**src/rtl/tart_vis_prefetch.sv**
```systemverilog
// tart_vis_prefetch: after each correlator bank swap, reads every visibility word of every
// correlator block over a Wishbone-like bus (one read outstanding at a time). The words pass
// through a small first-word-fall-through FIFO and leave as a valid/ready stream with
// first/last frame markers.
module tart_vis_prefetch #(
  parameter int unsigned BLOCK   = 24,
  parameter int unsigned ABITS   = 14,
  parameter int unsigned NUNITS  = 6,
  parameter int unsigned WORDS   = 24,
  parameter int unsigned FBITS   = 2,
  parameter int unsigned TIMEOUT = 15,
  parameter int unsigned DELAY   = 3
) (
  input  logic             clk_i,
  input  logic             rst,
  input  logic             enable,
  input  logic             switch_i,
  output logic             cyc_o,
  output logic             stb_o,
  output logic             we_o,
  output logic             bst_o,
  output logic [ABITS-1:0] adr_o,
  input  logic             ack_i,
  input  logic             err_i,
  input  logic [BLOCK-1:0] dat_i,
  output logic [BLOCK-1:0] vis_dat_o,
  output logic             vis_vld_o,
  input  logic             vis_rdy_i,
  output logic             vis_first_o,
  output logic             vis_last_o,
  output logic             busy_o,
  output logic             overrun_o,
  output logic             fault_o,
  input  logic             clr_i,
  output logic [7:0]       frames_o
);

  localparam int unsigned Depth   = 1 << FBITS;
  localparam int unsigned TmoBits = $clog2(TIMEOUT + 1);
  localparam int unsigned EntryW  = BLOCK + 2;
  localparam logic [2:0]  LastUnit = 3'(NUNITS - 1);
  localparam logic [6:0]  LastWord = 7'(WORDS - 1);

  // Out-of-range parameters leave this block elaborated; it carries no logic.
  if (NUNITS < 1 || NUNITS > 6 || WORDS < 1 || WORDS > 128 || ABITS <= 10 ||
      DELAY > 1000) begin : g_param_range
  end

  typedef enum logic [1:0] {StIdle, StReq, StNext} state_e;

  state_e             r_state;
  logic [2:0]         r_unit;
  logic [6:0]         r_word;
  logic [TmoBits-1:0] r_tmo;

  logic [EntryW-1:0]  r_mem [Depth];
  logic [FBITS-1:0]   r_wptr, r_rptr;
  logic [FBITS:0]     r_cnt;

  logic               w_push, w_pop, w_abort, w_final, w_first, w_room, w_tmo_hit;
  logic [EntryW-1:0]  w_head;

  // err_i takes priority over a simultaneous ack_i; an ack on the last allowed cycle still counts
  assign w_tmo_hit = (r_tmo == TmoBits'(TIMEOUT - 1));
  assign w_abort   = (r_state == StReq) && (err_i || (!ack_i && w_tmo_hit));
  assign w_push    = (r_state == StReq) && ack_i && !err_i;
  assign w_final   = (r_unit == LastUnit) && (r_word == LastWord);
  assign w_first   = (r_unit == 3'd0) && (r_word == 7'd0);
  // Count MSB set means the FIFO holds all Depth entries
  assign w_room    = !r_cnt[FBITS];

  assign we_o   = 1'b0;
  assign busy_o = (r_state != StIdle);

  // Sweep sequencer: address generation, strobe/timeout handling and frame counting
  always_ff @(posedge clk_i) begin
    if (rst) begin
      r_state  <= StIdle;
      r_unit   <= '0;
      r_word   <= '0;
      r_tmo    <= '0;
      cyc_o    <= 1'b0;
      stb_o    <= 1'b0;
      bst_o    <= 1'b0;
      adr_o    <= '0;
      frames_o <= '0;
    end else begin
      unique case (r_state)
        StIdle: begin
          if (switch_i && enable) begin
            r_state <= StReq;
            r_unit  <= '0;
            r_word  <= '0;
            r_tmo   <= '0;
            cyc_o   <= 1'b1;
            stb_o   <= 1'b1;
            adr_o   <= '0;
            bst_o   <= (LastWord != 7'd0);
          end
        end
        StReq: begin
          if (w_abort) begin
            r_state <= StIdle;
            cyc_o   <= 1'b0;
            stb_o   <= 1'b0;
            bst_o   <= 1'b0;
            adr_o   <= '0;
          end else if (w_push) begin
            stb_o <= 1'b0;
            bst_o <= 1'b0;
            if (w_final) begin
              r_state  <= StIdle;
              cyc_o    <= 1'b0;
              adr_o    <= '0;
              frames_o <= frames_o + 8'd1;
            end else begin
              r_state <= StNext;
              if (r_word == LastWord) begin
                r_word <= '0;
                r_unit <= r_unit + 3'd1;
              end else begin
                r_word <= r_word + 7'd1;
              end
            end
          end else begin
            r_tmo <= r_tmo + TmoBits'(1);
          end
        end
        StNext: begin
          // Wait for a free FIFO slot so the single outstanding read can always be accepted
          if (w_room) begin
            r_state <= StReq;
            r_tmo   <= '0;
            stb_o   <= 1'b1;
            adr_o   <= {{(ABITS - 10){1'b0}}, r_unit, r_word};
            bst_o   <= (r_word != LastWord);
          end
        end
        default: r_state <= StIdle;
      endcase
    end
  end

  // Sticky status flags; a setting event beats a simultaneous clear
  always_ff @(posedge clk_i) begin
    if (rst) begin
      overrun_o <= 1'b0;
      fault_o   <= 1'b0;
    end else begin
      if (switch_i && busy_o) overrun_o <= 1'b1;
      else if (clr_i)         overrun_o <= 1'b0;
      if (w_abort)            fault_o   <= 1'b1;
      else if (clr_i)         fault_o   <= 1'b0;
    end
  end

  // First-word-fall-through FIFO holding {data, first, last}
  always_ff @(posedge clk_i) begin
    if (rst) begin
      r_wptr <= '0;
      r_rptr <= '0;
      r_cnt  <= '0;
    end else begin
      if (w_push) begin
        r_mem[r_wptr] <= {dat_i, w_first, w_final};
        r_wptr        <= r_wptr + FBITS'(1);
      end
      if (w_pop) r_rptr <= r_rptr + FBITS'(1);
      r_cnt <= r_cnt + {{FBITS{1'b0}}, w_push} - {{FBITS{1'b0}}, w_pop};
    end
  end

  assign w_head      = r_mem[r_rptr];
  assign vis_vld_o   = (r_cnt != '0);
  assign w_pop       = vis_vld_o && vis_rdy_i;
  // Stream outputs read as zero while empty so stale storage never shows
  assign vis_dat_o   = vis_vld_o ? w_head[EntryW-1:2] : '0;
  assign vis_first_o = vis_vld_o && w_head[1];
  assign vis_last_o  = vis_vld_o && w_head[0];

endmodule

```
**config.mk**
```make
export PLATFORM = sky130hd
export DESIGN_NAME = tart_vis_prefetch
export DESIGN_NICKNAME = d
export VERILOG_FILES = /design/src/rtl/tart_vis_prefetch.sv
export SDC_FILE = /design/constraint.sdc
export NUM_CORES = 1
export LEC_CHECK = 0
export ABC_AREA = 1
export CORE_MARGIN = 5
export CORE_UTILIZATION = 59
export DETAILED_ROUTE_END_ITERATION = 8
export HOLD_SLACK_MARGIN = 0.05
export MAX_ROUTING_LAYER = met4
export PLACE_DENSITY = 0.85
export SLEW_MARGIN = 20
export SYNTH_ARGS = -nofsm -noshare
export SYNTH_HDL_FRONTEND = slang
export SYNTH_SLANG_ARGS = --single-unit
```
**constraint.sdc**
```tcl
create_clock -name clk_i -period 6.9 [get_ports clk_i]
set_input_delay 1.725 -clock clk_i [delete_from_list [all_inputs] [get_ports clk_i]]
set_output_delay 1.725 -clock clk_i [all_outputs]
set_load 0.05 [all_outputs]
```
==> impl_metrics.yaml, run 1 <==
cts:
  path_clk_slew_ns: 0.06
  clock_latency_ns: 0.42
  ctsResizeCount: 0
  htree_levels: 4
  cts_sinks: 152
  postCtsSetupBuffers: 0
  cts_tree: "yes"
  root_buffer: "clkbuf_16"
  numCtsBuffers: 17
  clockBufferDepth: 2
  cts_hold_repair.buffers: 0
drt:
  drcViolationCount: 0
  postRouteWirelength_um: 15900
  viasPerCell: 5.67
  vias: 5229
  drt_pre_antenna_iters: 5
  drt_iter0_markers: 380
  wire_per_inst_um: 17.2
  ant_nets: 0
sta:
  setup_viol: 0
  min_period_ns: 5.16
  hold_violations: 0
  relSlewSlack_pct: 29.9
  drv_slew: 0
  worst_pin_slew_ns: 1.05
  period_share_pct: 74.8
  finClkSkew_ns: 0.00882
  rsz0062_at_grt: "no"
  max_freq_ghz: 0.194
  hold_ws_ns: 0.454
  fin_setup_tns_ns: 0
logic_synthesis:
  netlist_area_mm2: 0.00664
  ys_types: 37
  synthTopCellsByCount: "162 x nor2_1, 104 x edfxtp_1, 91 x nand2_1"
  synthTopCellsByArea: "edfxtp_1 47%, dfxtp_1 14%, nor2_1 9.2%"
  synth_edf_count: 104
  synth.most_common_cell: "nor2_1"
  seq_area_frac_synth_pct: 61.5
  ys_async_sr_fraction_pct: 0
  synth_warnings: 0
  synth.largest_area_cell: "edfxtp_1"
  yosysTopAreaCellShare_pct: 47.0
  yosys_register_bits: 152
  synthFlopType: "edfxtp_1"
  synth_cells: 692
  avgSynthCellArea_um2: 9.60
floorplanning:
  die_w_um: 116
  rows: 38
  initial_core_util_pct: 60.7
  die_h_um: 116
  core_mm2: 0.0109
  top_level_ports: 88
  die-area_mm2: 0.0135
grt:
  grt_pass1_wl_um: 25600
  grt_pass1_vias: 5366
  antenna_found_initial: 0
  grt_overflow: 0
  grt.total_usage_pct: 25.7
  grt_max_degree: 54
cells_and_area:
  nets: 818
  seqCellArea_mm2: 0.00409
  multi_input_area_mm2: 0.00222
  drive_above_1_share_pct: 8.43
  fillers: 710
  antenna_cells: 0
  area_delta_synth_final_pct: 22.7
place:
  numPortBuffers: 82
  gp_congestion: 0.864
  dp_hpwl_um: 9820
pwr:
  powerDensity_mw_per_mm2: 375
  power.total_mw: 3.06
  combPwrFrac_pct: 35.2
  switching_share_pct: 37.9
  clkPwrFrac_pct: 30.0
  p_leak_nw: 3.02
  cell_internal_pwr_mw: 1.90
  irDropWorstVdd_mv: 0.249
  power.switching_mw: 1.16
  p_seq_share_pct: 34.8
critical_path:
  cp.arrival_ns: 3.44
  critPathMaxStageDelay_ns: 0.88
  cp_cell_sequence: "buf_4 -> clkinv_1 -> nor2_1 -> o21ai_0 -> a21oi_1 -> clkdlybuf4s50_1"
  endpoint_kind: "primary output"
  required_ns: 5.18
  critPathLaunchType: "flip-flop"
  worstPathMaxFanout: 27
  cp_slowest_cell: "clkdlybuf4s50_1"
  path_class: "flip-flop to primary output"
outcome:
  status: "complete, no violations"
worst_hold_path:
  hp-class: "flip-flop to flip-flop"
job:
  max-cap-violations: 0
-- flip-flops by register name (all words and copies together) (netlist names), 2 cells and up, named ones only --
register  flops
r_state       2
r_rptr        2
frames_o      8
r_mem       104
adr_o        10
r_unit        3
r_tmo         4
r_cnt         3
r_word        7
r_wptr        2
-- worst max-delay path, delay by kind of cell (launching register included) --
family	cells	cell delay (ns)
AND/OR/NAND/NOR	1	0.35
flip-flops	1	0.31
AO/OA/AOI/OAI	2	0.32
buffers and inverters	3	2.02
-- kinds of logic (layout without fill, tap and decap cells) --
kind of cell | after synthesis | in the layout | share of synthesized area [%]
AOI/OAI and AO/OA | 117 | 117 | 8.85
xor gates and xnor gates | 5 | 5 | 0.660
adders and majority gates | 15 | 15 | 2.94
buffers and inverters | 88 | 175 | 5.50
DFF | 152 | 152 | 61.5
other | 1 | 5 | 0.0565
and+or+nand+nor | 314 | 314 | 20.5
-- power groups by stage --
stage	combinational [mW]	clock (mW)	sequential, mW
2_1_floorplan	0.707	0	1.07
3_3_place_gp	1.02	0	1.08
3_5_place_dp	1.06	0	1.08
4_1_cts	1.08	0.928	1.06
5_1_grt	1.14	0.976	1.07
6_report	1.08	0.918	1.06
-- metrics by stage --
step | setup slack (ns) | cell area [um^2] | std cells | util (%)
after floorplan | 3.05 | 6660 | 696 | -
after global placement | 2.09 | 7550 | 891 | 69.1
after detailed placement | 2.22 | 7570 | 892 | 69.2
after CTS | 1.77 | 8150 | 923 | 74.5
after global routing | 1.57 | 8150 | 923 | 74.5
final | 1.74 | 8150 | 923 | 74.5
-- path summary, 6_finish.rpt --
path                  end      start  slack [ns]  depth (start not counted)
max          vis_dat_o[7]  flip-flop        1.74                          6
min                 cyc_o      cyc_o        0.45                          2
max reg2reg      r_cnt[2]   r_cnt[1]        4.28                          8
min reg2reg         cyc_o      cyc_o        0.45                          2
-- layout make-up --
class	instances	area share, %
Tap cell	140	2.15
Clock inverter	13	1.90
Clock buffer	18	5.26
Timing Repair Buffer	88	10.7
Multi-Input combinational cell	456	27.3
Sequential cell	152	50.1
Inverter	56	2.58
-- layer usage --
layer  up-vias  global-route usage, %  share of wire, %
li1       2456                      -                 -
met1      2450                   28.8                39
met2       273                   43.2                51
met3        50                   6.27               7.7
met4         0                   12.3               3.2
met5         -                      -                 0
-- placed cells by master (no fill, tap or decap), types with 3 or more instances in the layout --
| cell | Yosys | layout |
|---|---|---|
| nand3_1 | 31 | 31 |
| inv_2 | 7 | 8 |
| buf_4 | 7 | 5 |
| nand2_2 | 4 | 4 |
| clkbuf_16 | 0 | 17 |
| a21oi_1 | 55 | 55 |
| clkinv_1 | 1 | 4 |
| nor2_1 | 162 | 158 |
| nand4_1 | 5 | 5 |
| nand2_4 | 3 | 3 |
| nand2_1 | 91 | 91 |
| clkdlybuf4s50_1 | 0 | 82 |
| o21ai_0 | 60 | 60 |
| bufinv_16 | 0 | 3 |
| edfxtp_1 | 104 | 104 |
| inv_1 | 48 | 47 |
| xnor2_1 | 3 | 3 |
| nor2_2 | 4 | 8 |
| conb_1 | 1 | 5 |
| dfxtp_1 | 48 | 47 |
| clkinvlp_4 | 0 | 3 |
| ha_1 | 14 | 14 |
Note: power is estimated with default switching activity, not from simulation.
==> run 2, diff against run 1 <==
--- a/config.mk
+++ b/config.mk
@@ -7,11 +7,11 @@
 export LEC_CHECK = 0
 export ABC_AREA = 1
 export CORE_MARGIN = 5
-export CORE_UTILIZATION = 59
+export CORE_UTILIZATION = 55
 export DETAILED_ROUTE_END_ITERATION = 8
 export HOLD_SLACK_MARGIN = 0.05
 export MAX_ROUTING_LAYER = met4
-export PLACE_DENSITY = 0.85
+export PLACE_DENSITY = 0.8
 export SLEW_MARGIN = 20
 export SYNTH_ARGS = -nofsm -noshare
 export SYNTH_HDL_FRONTEND = slang
==> constraint.sdc (replaced) <==
create_clock -name clk_i -period 5 [get_ports clk_i]
set_input_delay 1.25 -clock clk_i [delete_from_list [all_inputs] [get_ports clk_i]]
set_output_delay 1.25 -clock clk_i [all_outputs]
set_load 0.05 [all_outputs]
==> impl_metrics.yaml, run 2 (synthesis gave the netlist of run 1 again) <==
critical_path:
  endpoint_kind: "primary output"
  critPathTopFamily: "buffers and inverters"
  cp.arrival_ns: 3.26
  worstPathMaxFanout: 27
  reg2regPathDepth: 8
  cp_slowest_cell: "clkdlybuf4s50_1"
  path_buf_inv: 3
  critPathLaunchType: "flip-flop"
  critPathMaxStageDelay_ns: 0.84
  path_class: "flip-flop to primary output"
  cp.depth: 6
  required_ns: 3.75
  cp_cell_sequence: "buf_4 -> clkinv_1 -> nor2_1 -> o21ai_0 -> a21oi_1 -> clkdlybuf4s50_1"
cts:
  path_clk_slew_ns: 0.06
  htree_levels: 4
  cts_hold_repair.buffers: 0
  clockBufferDepth: 2
  clock_latency_ns: 0.41
  numCtsBuffers: 17
  cts_sinks: 152
  postCtsSetupBuffers: 0
  root_buffer: "clkbuf_16"
  cts_tree: "yes"
  ctsResizeCount: 0
cells_and_area:
  drive_above_1_share_pct: 8.79
  largest_register: "r_mem"
  largest_reg_flops: 104
  final_cell_mix: "158 x nor2_1, 104 x edfxtp_1, 91 x nand2_1"
  antenna_cells: 0
  nets: 821
  stdcell_count: 932
  final_common_cell: "nor2_1"
  fillers: 918
  top_regs: "r_mem: 104 flops, adr_o: 10 flops, frames_o: 8 flops"
  area_delta_synth_final_pct: 22.5
grt:
  grt_max_degree: 53
  grt_pass1_wl_um: 23500
  grt.total_usage_pct: 21.2
  antenna_found_initial: 0
  grt_pass1_vias: 4943
  grt_overflow: 0
outcome:
  status: "complete, no violations"
place:
  numPortBuffers: 82
  dp_cells: 901
  place_ws_ns: 0.899
  gp_congestion: 0.873
  dp_hpwl_um: 9400
sta:
  finClkSkew_ns: 0.00868
  min_period_ns: 4.51
  drv_slew: 0
  max_freq_ghz: 0.222
  period_share_pct: 90.3
  setup_viol: 0
  rsz0062_at_grt: "no"
  fin_ws_ns: 0.486
  hold_violations: 0
  relSlewSlack_pct: 37.8
  worst_pin_slew_ns: 0.926
  fin_setup_tns_ns: 0
pwr:
  clkPwrFrac_pct: 28.7
  cell_internal_pwr_mw: 2.56
  powerDensity_mw_per_mm2: 503
  power.total_mw: 4.09
  combPwrFrac_pct: 36.3
  irDropWorstVdd_mv: 0.199
  switching_share_pct: 37.4
  power.switching_mw: 1.53
  p_leak_nw: 3.03
  p_seq_share_pct: 35.0
drt:
  ant_nets: 0
  vias: 4983
  postRouteWirelength_um: 14000
  drcViolationCount: 0
  wire_per_inst_um: 15.1
  viasPerCell: 5.35
  drt_iter0_markers: 431
  drt_pre_antenna_iters: 5
floorplanning:
  die-area_mm2: 0.0144
  rows: 40
  die_h_um: 120
  die_w_um: 120
  core_mm2: 0.0119
  top_level_ports: 88
  initial_core_util_pct: 55.8
job:
  max-cap-violations: 0
worst_hold_path:
  hp-class: "flip-flop to flip-flop"
  hold-path-cell-count: 2
[run 2: area by class of cell]
type                       instances  area, um^2  share of cell area [%]
tap                              147         184                    2.26
clock buffer                      18         429                    5.28
timing repair buffer              91         891                    11.0
inverter                          56         210                    2.58
sequential                       152        4090                    50.2
multi-input combinational        456        2220                    27.3
clock inverter                    12         111                    1.37
[run 2: path summary, 6_finish.rpt]
path                                 from      endpoint  slack, ns
worst min register to register      cyc_o         cyc_o       0.46
worst max-delay path            flip-flop  vis_dat_o[9]       0.49
worst min-delay path                cyc_o         cyc_o       0.46
worst max register to register   r_cnt[0]      r_cnt[2]       2.40
[run 2: per-layer routing]
metal | share of wire [%] | wire [um] | GRT usage (%) | vias up
li1 | - | - | - | 2454
met1 | 42 | 5910 | 25.0 | 2342
met2 | 51 | 7110 | 35.5 | 160
met3 | 5.3 | 751 | 5.14 | 27
met4 | 1.9 | 267 | 7.73 | 0
met5 | 0 | 0 | - | -
[run 2: metrics by stage]
stage,hold WS (ns),instance area [um^2],utilization [%]
2_1_floorplan,0.436,6660,-
3_3_place_gp,0.451,7580,63.6
3_5_place_dp,0.449,7580,63.6
4_1_cts,0.461,8120,68.2
5_1_grt,0.468,8130,68.3
6_report,0.456,8130,68.3
[run 2: worst register-to-register path: stages (launching register included)]
cell,delay [ns]
dfxtp_1,0.34
nor3_4,0.59
nor2_1,0.21
ha_1,0.34
inv_1,0.04
ha_1,0.18
fa_1,0.37
or2_2,0.31
a21oi_1,0.14
[run 2: power groups by stage]
stage               Combinational, mW  Sequential, mW  Clock (mW)
floorplan                       0.976            1.48           0
global placement                 1.44            1.45           0
detailed placement               1.46            1.46           0
CTS                              1.47            1.43        1.19
global route                     1.58            1.44        1.26
finish                           1.49            1.43        1.17
